`config.mk`:
```
export PLATFORM = sky130hd
export DESIGN_NAME = ex_div
export DESIGN_NICKNAME = d
export VERILOG_FILES = /design/src/rtl/ex_div_pkg.sv /design/src/rtl/ex_div.sv
export SDC_FILE = /design/constraint.sdc
export NUM_CORES = 1
export LEC_CHECK = 0
export ABC_CLOCK_PERIOD_IN_PS = 7150
export CAP_MARGIN = 20
export CORE_UTILIZATION = 39
export DETAILED_ROUTE_END_ITERATION = 8
export HOLD_SLACK_MARGIN = 0.08
export PLACE_DENSITY_LB_ADDON = 0.05
export SETUP_SLACK_MARGIN = 0.5
export SLEW_MARGIN = 0
export SYNTH_ARGS = -nofsm -noshare
export SYNTH_HDL_FRONTEND = slang
export SYNTH_SLANG_ARGS = --single-unit
export TNS_END_PERCENT = 5
```
`constraint.sdc`:
```
create_clock -name clk -period 7.15 [get_ports clk]
set_clock_uncertainty 0.15 [all_clocks]
set_input_delay 1.7875 -clock clk [delete_from_list [all_inputs] [get_ports clk]]
set_output_delay 1.7875 -clock clk [all_outputs]
set_load 0.01 [all_outputs]
```
`src/rtl/ex_div_pkg.sv`:
```
// Shared definitions for the iterative divider: FSM state codes, handshake levels
// and the EX aluop codes that select DIV/DIVU.
package ex_div_pkg;

  typedef enum logic [1:0] {
    DivFree   = 2'b00,
    DivByZero = 2'b01,
    DivOn     = 2'b10,
    DivEnd    = 2'b11
  } div_state_e;

  localparam logic DivResultReady    = 1'b1;
  localparam logic DivResultNotReady = 1'b0;
  localparam logic DivStart          = 1'b1;
  localparam logic DivStop           = 1'b0;

  localparam logic [7:0] EXE_DIV_OP  = 8'b0001_1010;
  localparam logic [7:0] EXE_DIVU_OP = 8'b0001_1011;

endpackage

```
`src/rtl/ex_div.sv`:
```
// Restoring multi-cycle divider for DIV/DIVU in EX; result is {remainder, quotient}.
//
//   state     | meaning
//   ----------+---------------------------------------------------------------
//   DivFree   | idle, outputs zero, samples operands on an unannulled start
//   DivByZero | divisor was zero, clears the working register
//   DivOn     | one restoring step per cycle, then sign fix-up
//   DivEnd    | presents the result until EX drops start_i
module ex_div
  import ex_div_pkg::*;
#(
  parameter int WIDTH = 32  // cnt is 6 bits, so WIDTH must stay below 64
) (
  input  logic                 clk,
  input  logic                 rst,
  input  logic                 signed_div_i,
  input  logic [WIDTH-1:0]     opdata1_i,
  input  logic [WIDTH-1:0]     opdata2_i,
  input  logic                 start_i,
  input  logic                 annul_i,
  output logic [2*WIDTH-1:0]   result_o,
  output logic                 ready_o
);

  localparam logic [5:0] CNT_LAST = 6'(WIDTH);

  div_state_e           state_q, state_d;
  logic [5:0]           cnt_q;
  logic [2*WIDTH:0]     dividend_q;
  logic [WIDTH-1:0]     divisor_q;
  logic                 signed_q;
  logic                 op1_sign_q;
  logic                 op2_sign_q;
  logic                 ready_q, ready_d;
  logic [2*WIDTH-1:0]   result_q, result_d;

  logic                 req;
  logic                 divisor_zero;
  logic [WIDTH-1:0]     op1_mag;
  logic [WIDTH-1:0]     op2_mag;
  logic [WIDTH:0]       step_diff;
  logic                 step_done;
  logic [WIDTH-1:0]     quot_raw;
  logic [WIDTH-1:0]     rem_raw;
  logic [WIDTH-1:0]     quot_fix;
  logic [WIDTH-1:0]     rem_fix;

  assign req          = (start_i == DivStart) && !annul_i;
  assign divisor_zero = (opdata2_i == '0);
  assign op1_mag      = (signed_div_i && opdata1_i[WIDTH-1]) ? (~opdata1_i + WIDTH'(1)) : opdata1_i;
  assign op2_mag      = (signed_div_i && opdata2_i[WIDTH-1]) ? (~opdata2_i + WIDTH'(1)) : opdata2_i;

  // Trial subtraction of the divisor from the current partial remainder; bit WIDTH is the borrow.
  assign step_diff = {1'b0, dividend_q[2*WIDTH-1:WIDTH]} - {1'b0, divisor_q};
  assign step_done = (cnt_q == CNT_LAST);

  assign quot_raw = dividend_q[WIDTH-1:0];
  assign rem_raw  = dividend_q[2*WIDTH:WIDTH+1];
  assign quot_fix = (signed_q && (op1_sign_q != op2_sign_q)) ? (~quot_raw + WIDTH'(1)) : quot_raw;
  assign rem_fix  = (signed_q && op1_sign_q) ? (~rem_raw + WIDTH'(1)) : rem_raw;

  always_ff @(posedge clk) begin
    if (rst) begin
      state_q <= DivFree;
    end else begin
      state_q <= state_d;
    end
  end

  always_comb begin
    state_d = state_q;
    case (state_q)
      DivFree: begin
        if (req) begin
          state_d = divisor_zero ? DivByZero : DivOn;
        end
      end
      DivByZero: state_d = DivEnd;
      DivOn: begin
        if (annul_i) begin
          state_d = DivFree;
        end else if (step_done) begin
          state_d = DivEnd;
        end
      end
      DivEnd: begin
        if (start_i == DivStop) begin
          state_d = DivFree;
        end
      end
      default: state_d = DivFree;
    endcase
  end

  // Outputs are registered: the next-cycle value is formed here and captured below.
  always_comb begin
    ready_d  = DivResultNotReady;
    result_d = '0;
    if (state_q == DivEnd && start_i == DivStart) begin
      ready_d  = DivResultReady;
      result_d = {rem_raw, quot_raw};
    end
  end

  always_ff @(posedge clk) begin
    if (rst) begin
      cnt_q      <= '0;
      dividend_q <= '0;
      divisor_q  <= '0;
      signed_q   <= 1'b0;
      op1_sign_q <= 1'b0;
      op2_sign_q <= 1'b0;
      ready_q    <= DivResultNotReady;
      result_q   <= '0;
    end else begin
      ready_q  <= ready_d;
      result_q <= result_d;
      case (state_q)
        DivFree: begin
          if (req && !divisor_zero) begin
            cnt_q      <= '0;
            divisor_q  <= op2_mag;
            signed_q   <= signed_div_i;
            op1_sign_q <= opdata1_i[WIDTH-1];
            op2_sign_q <= opdata2_i[WIDTH-1];
            dividend_q <= {{WIDTH{1'b0}}, op1_mag, 1'b0};
          end
        end
        DivByZero: begin
          dividend_q <= '0;
        end
        DivOn: begin
          if (annul_i) begin
            cnt_q <= '0;
          end else if (!step_done) begin
            if (step_diff[WIDTH]) begin
              dividend_q <= {dividend_q[2*WIDTH-1:0], 1'b0};
            end else begin
              dividend_q <= {step_diff[WIDTH-1:0], dividend_q[WIDTH-1:0], 1'b1};
            end
            cnt_q <= cnt_q + 6'd1;
          end else begin
            dividend_q[WIDTH-1:0]         <= quot_fix;
            dividend_q[2*WIDTH:WIDTH+1]   <= rem_fix;
            cnt_q                         <= '0;
          end
        end
        default: begin
        end
      endcase
    end
  end

  assign ready_o  = ready_q;
  assign result_o = result_q;

endmodule
```
==> PnR_summary.wiki <==
{| class="wikitable"
! Metric !! Value
|-
| Outcome || completed
|-
| Largest family of logic cells by synthesized area || simple AND/OR/NAND/NOR gates
|-
| Data arrival at the endpoint of the critical path || 5140 ps
|-
| Number of flops mapped to enable cells by yosys || 0
|-
| Sequential area share after synthesis || 30.2%
|-
| Power per Cell Area || 272 nW/um2
|-
| Leakage power || between 5 and 6 nW
|-
| Synthesized-area fraction occupied by ao, oa, aoi and oai cells || 24.7%
|-
| Post-synthesis average cell area || 7.58 um2
|-
| Detail-routed via count per cell || 5.75
|-
| X dimension of the die || around 170 um
|-
| Number of antenna violations at the first check in global routing || 1
|-
| Buffers from clock root to sink, at most || 2
|-
| Post-cts hold buffer count || 0
|-
| Crit Path Class || input pin to flop
|-
| Final weighted congestion in routability-driven placement || between 0.8 and 0.9
|-
| TritonCTS clock tree || built
|-
| Worst skew pair latency || 440 ps
|-
| Global-route wire length before repair || 58600 um
|-
| Type of element launching the critical path || input pin
|-
| Crit end category || flop
|-
| Post-layout net count || 1704
|-
| Mux cell area share after synthesis || 1.13%
|-
| Routed WL per cell || about 19 um
|-
| Row cnt || 62
|-
| Fraction of layout instances using a drive strength above 1 || 4.68%
|-
| Fraction of the cycle the final worst path needs || 69.4%
|-
| Worst hold path type || flop to flop
|-
| Clock transition at path regs || 80 ps
|-
| GRT Total Usage || 24.6%
|-
| Remaining max-slew budget at the tightest pin || 31.3%
|-
| Sum of routed wire length over all layers || 37300 um
|-
| Total standard cell area after synthesis || between 10000 and 15000 um2
|-
| Total grt overflow || 0
|-
| Number of gates resized after CTS || 0
|-
| Critical path peak fanout || 11
|-
| Filler cells || roughly 3000
|-
| Count of different cell masters after synthesis || 78
|-
| Antenna cells || 0
|-
| Maximum number of pins on one net before global-route repair || 67
|-
| Area occupied by multi-input gates || 7410 um2
|-
| Sequential cell area in the final layout || 3460 um2
|-
| Die area || 30100 um2
|-
| Ys flop type || sky130_fd_sc_hd__dfxtp_1
|-
| Number of max-slew violations in the final report || 0
|-
| Setup Total Neg Slack || 0 ps
|-
| Post-synthesis share of cell area spent on and, or, nand and nor gates || 26.0%
|-
| Worst Max-Slew Pin Slew || 1020 ps
|-
| TritonCTS Buffers || 17
|-
| Antenna violation net count after detailed routing || 0
|-
| FMAX || 0.201 GHz
|-
| Total nets after synthesis || approximately 1600
|-
| Top-level I/O count || about 130
|-
| Synthesized netlist cell count || 1514
|-
| Unrepaired setup endpoints after global routing || no
|-
| DRC violations left || 0
|-
| Final critical delay including setup and external delays || 4970 ps
|-
| Number of setup violations in the final report || 0
|-
| Worst-case vdd ir drop || 185 uV
|-
| Post-synthesis async set-or-reset flop share || 0%
|-
| Vias in the first global route || a little over 10000
|-
| Number of synthesized register bits || 173
|-
| Starting utilization of the core area || 39.8%
|-
| Die outline height || 174 um
|-
| Initial DRT Pass Iterations || 5
|-
| Total Power || 0.00371 W
|-
| Critical path data required time || 7320 ps
|-
| Number of post-CTS setup repair buffers || 0
|-
| Num Clock Sinks || 173
|-
| Number of vias in the routed layout || 11427
|-
| Path depth of the worst reg2reg path || 11
|-
| Post-synthesis adder-cell area fraction || between 5 and 6%
|-
| First-iteration detailed-routing DRC count || 879
|-
| Signed area change from the synthesized netlist to the final layout || 18.7%
|-
| H-tree levels || 4
|-
| Area share of xor/xnor cells in the synthesized design || approximately 7.5%
|-
| Max-cap violations || 0
|-
| Synth Warn # || 0
|-
| Count of port buffers added during placement || 133
|-
| Number of hold violations in the final report || 0
|-
| Placeable core region || 28900 um2
|-
| Post-DP HPWL || 27600 um
|-
| CTS Root Buffer Type || sky130_fd_sc_hd__clkbuf_16
|-
| Depth of the worst hold-timing path || 2
|}
[critical path: stages]
cell and delay (ps):
sky130_fd_sc_hd__clkdlybuf4s50_1 490, sky130_fd_sc_hd__or4_4 600, sky130_fd_sc_hd__or4_4 460, sky130_fd_sc_hd__or4_4 580, sky130_fd_sc_hd__a21o_1 300, sky130_fd_sc_hd__nand2b_1 120, sky130_fd_sc_hd__buf_4 210, sky130_fd_sc_hd__nor3_1 170
sky130_fd_sc_hd__a221oi_1 300, sky130_fd_sc_hd__o21ai_1 100
[power by group]
group / internal [W] / leakage, nW / switching, W
combinational: 0.000571 / 3.34 / 0.000943
clock: 0.000464 / 0.280 / 0.000469
sequential: 0.00108 / 1.41 / 0.000182
total: 0.00211 / 5.03 / 0.00159
[flip-flops by register name, indices dropped and copies added (netlist names)]
signal / cells
signed_q: 1
cnt_q: 6
ready_o: 1
divisor_q: 32
dividend_q: 65
state_q: 2
result_o: 64
op2_sign_q: 1
op1_sign_q: 1
[cells in the final DEF (no fill, tap or decap), drive strengths merged, types with 6 or more instances in the layout]
master	instances
a31oi	20
and2	60
or4	19
a211oi	40
o31ai	15
o21ai	105
a311oi	6
dfxtp	173
o21a	8
and3	9
nand3	14
or3	18
a21oi	105
ha	45
o221ai	11
a22oi	10
clkbuf	17
buf	17
inv	77
nand2b	19
nor2	146
mux2i	13
clkdlybuf4s50	132
nor4	34
nor3	72
o211ai	15
a221oi	11
a21o	16
nand4	16
nand2	138
o21bai	6
xnor2	59
o22ai	20
nor3b	6
nor2b	7
xor2	39
[cell type report]
type	count	area share (%)
Inverter	67	1.85
Clock inverter	15	1.03
Timing Repair Buffer	149	10.7
Multi-Input combinational cell	1181	54.4
Clock buffer	17	3.12
Sequential cell	173	25.4
Tap cell	384	3.53
[kinds of logic (layout without fill, tap and decap cells)]
| kind of cell | after synthesis | in the layout |
|---|---|---|
| simple gates | 587 | 587 |
| mux | 13 | 13 |
| flops | 173 | 173 |
| fa+ha+maj | 46 | 46 |
| xor+xnor | 98 | 98 |
| compound gates | 437 | 437 |
| buf+inv | 160 | 248 |
[cells in the mapped netlist (all sizes together), types with 4 or more instances]
cell type	count	area [um2]
dfxtp	173	3460
nor2	146	551
nand2	138	518
a21oi	105	537
o21ai	105	526
clkbuf	81	305
nor3	72	365
inv	67	251
and2	60	375
xnor2	59	517
ha	45	563
a211oi	40	300
xor2	39	342
nor4	34	234
a31oi	20	131
o22ai	20	125
nand2b	19	119
or4	19	154
or3	18	118
a21o	16	120
nand4	16	100
o211ai	15	113
o31ai	15	113
nand3	14	70.1
mux2i	13	130
buf	12	65.1
a221oi	11	96.3
o221ai	11	96.3
a22oi	10	75.1
and3	9	56.3
o21a	8	60.1
nor2b	7	43.8
a311oi	6	52.6
nor3b	6	45.0
o21bai	6	45.0
a211o	5	43.8
nand3b	5	37.5
nand4b	5	43.8
nor4b	5	43.8
or2	5	31.3
a221o	4	40.0
a31o	4	35.0
and4	4	35.0
o41ai	4	35.0
[worst paths after layout]
path,endpoint,slack [ps],start
worst min register to register,divisor_q[17],310,divisor_q[17]
worst max register to register,dividend_q[47],2790,state_q[0]
worst min-delay path,divisor_q[17],310,divisor_q[17]
worst max-delay path,dividend_q[47],2180,opdata2_i[2]
[layer usage]
metal	global-route usage [%]	routed length [um]
met5	0	0
met4	5.12	235
met3	4.56	3390
met2	32.1	14400
met1	40.3	19300
[stage by stage]
step	hold WS [ps]	std cells	util [%]	area [um2]	worst slack, ps
finish	310	1986	47.2	13600	2180
floorplan	282	1514	-	11500	2740
global route	340	1986	47.2	13600	1950
CTS	315	1985	47.2	13600	2210
global placement	294	1953	45.2	13000	1800
detailed placement	307	1953	45.2	13000	1750
(Power assumes the default switching activity.)
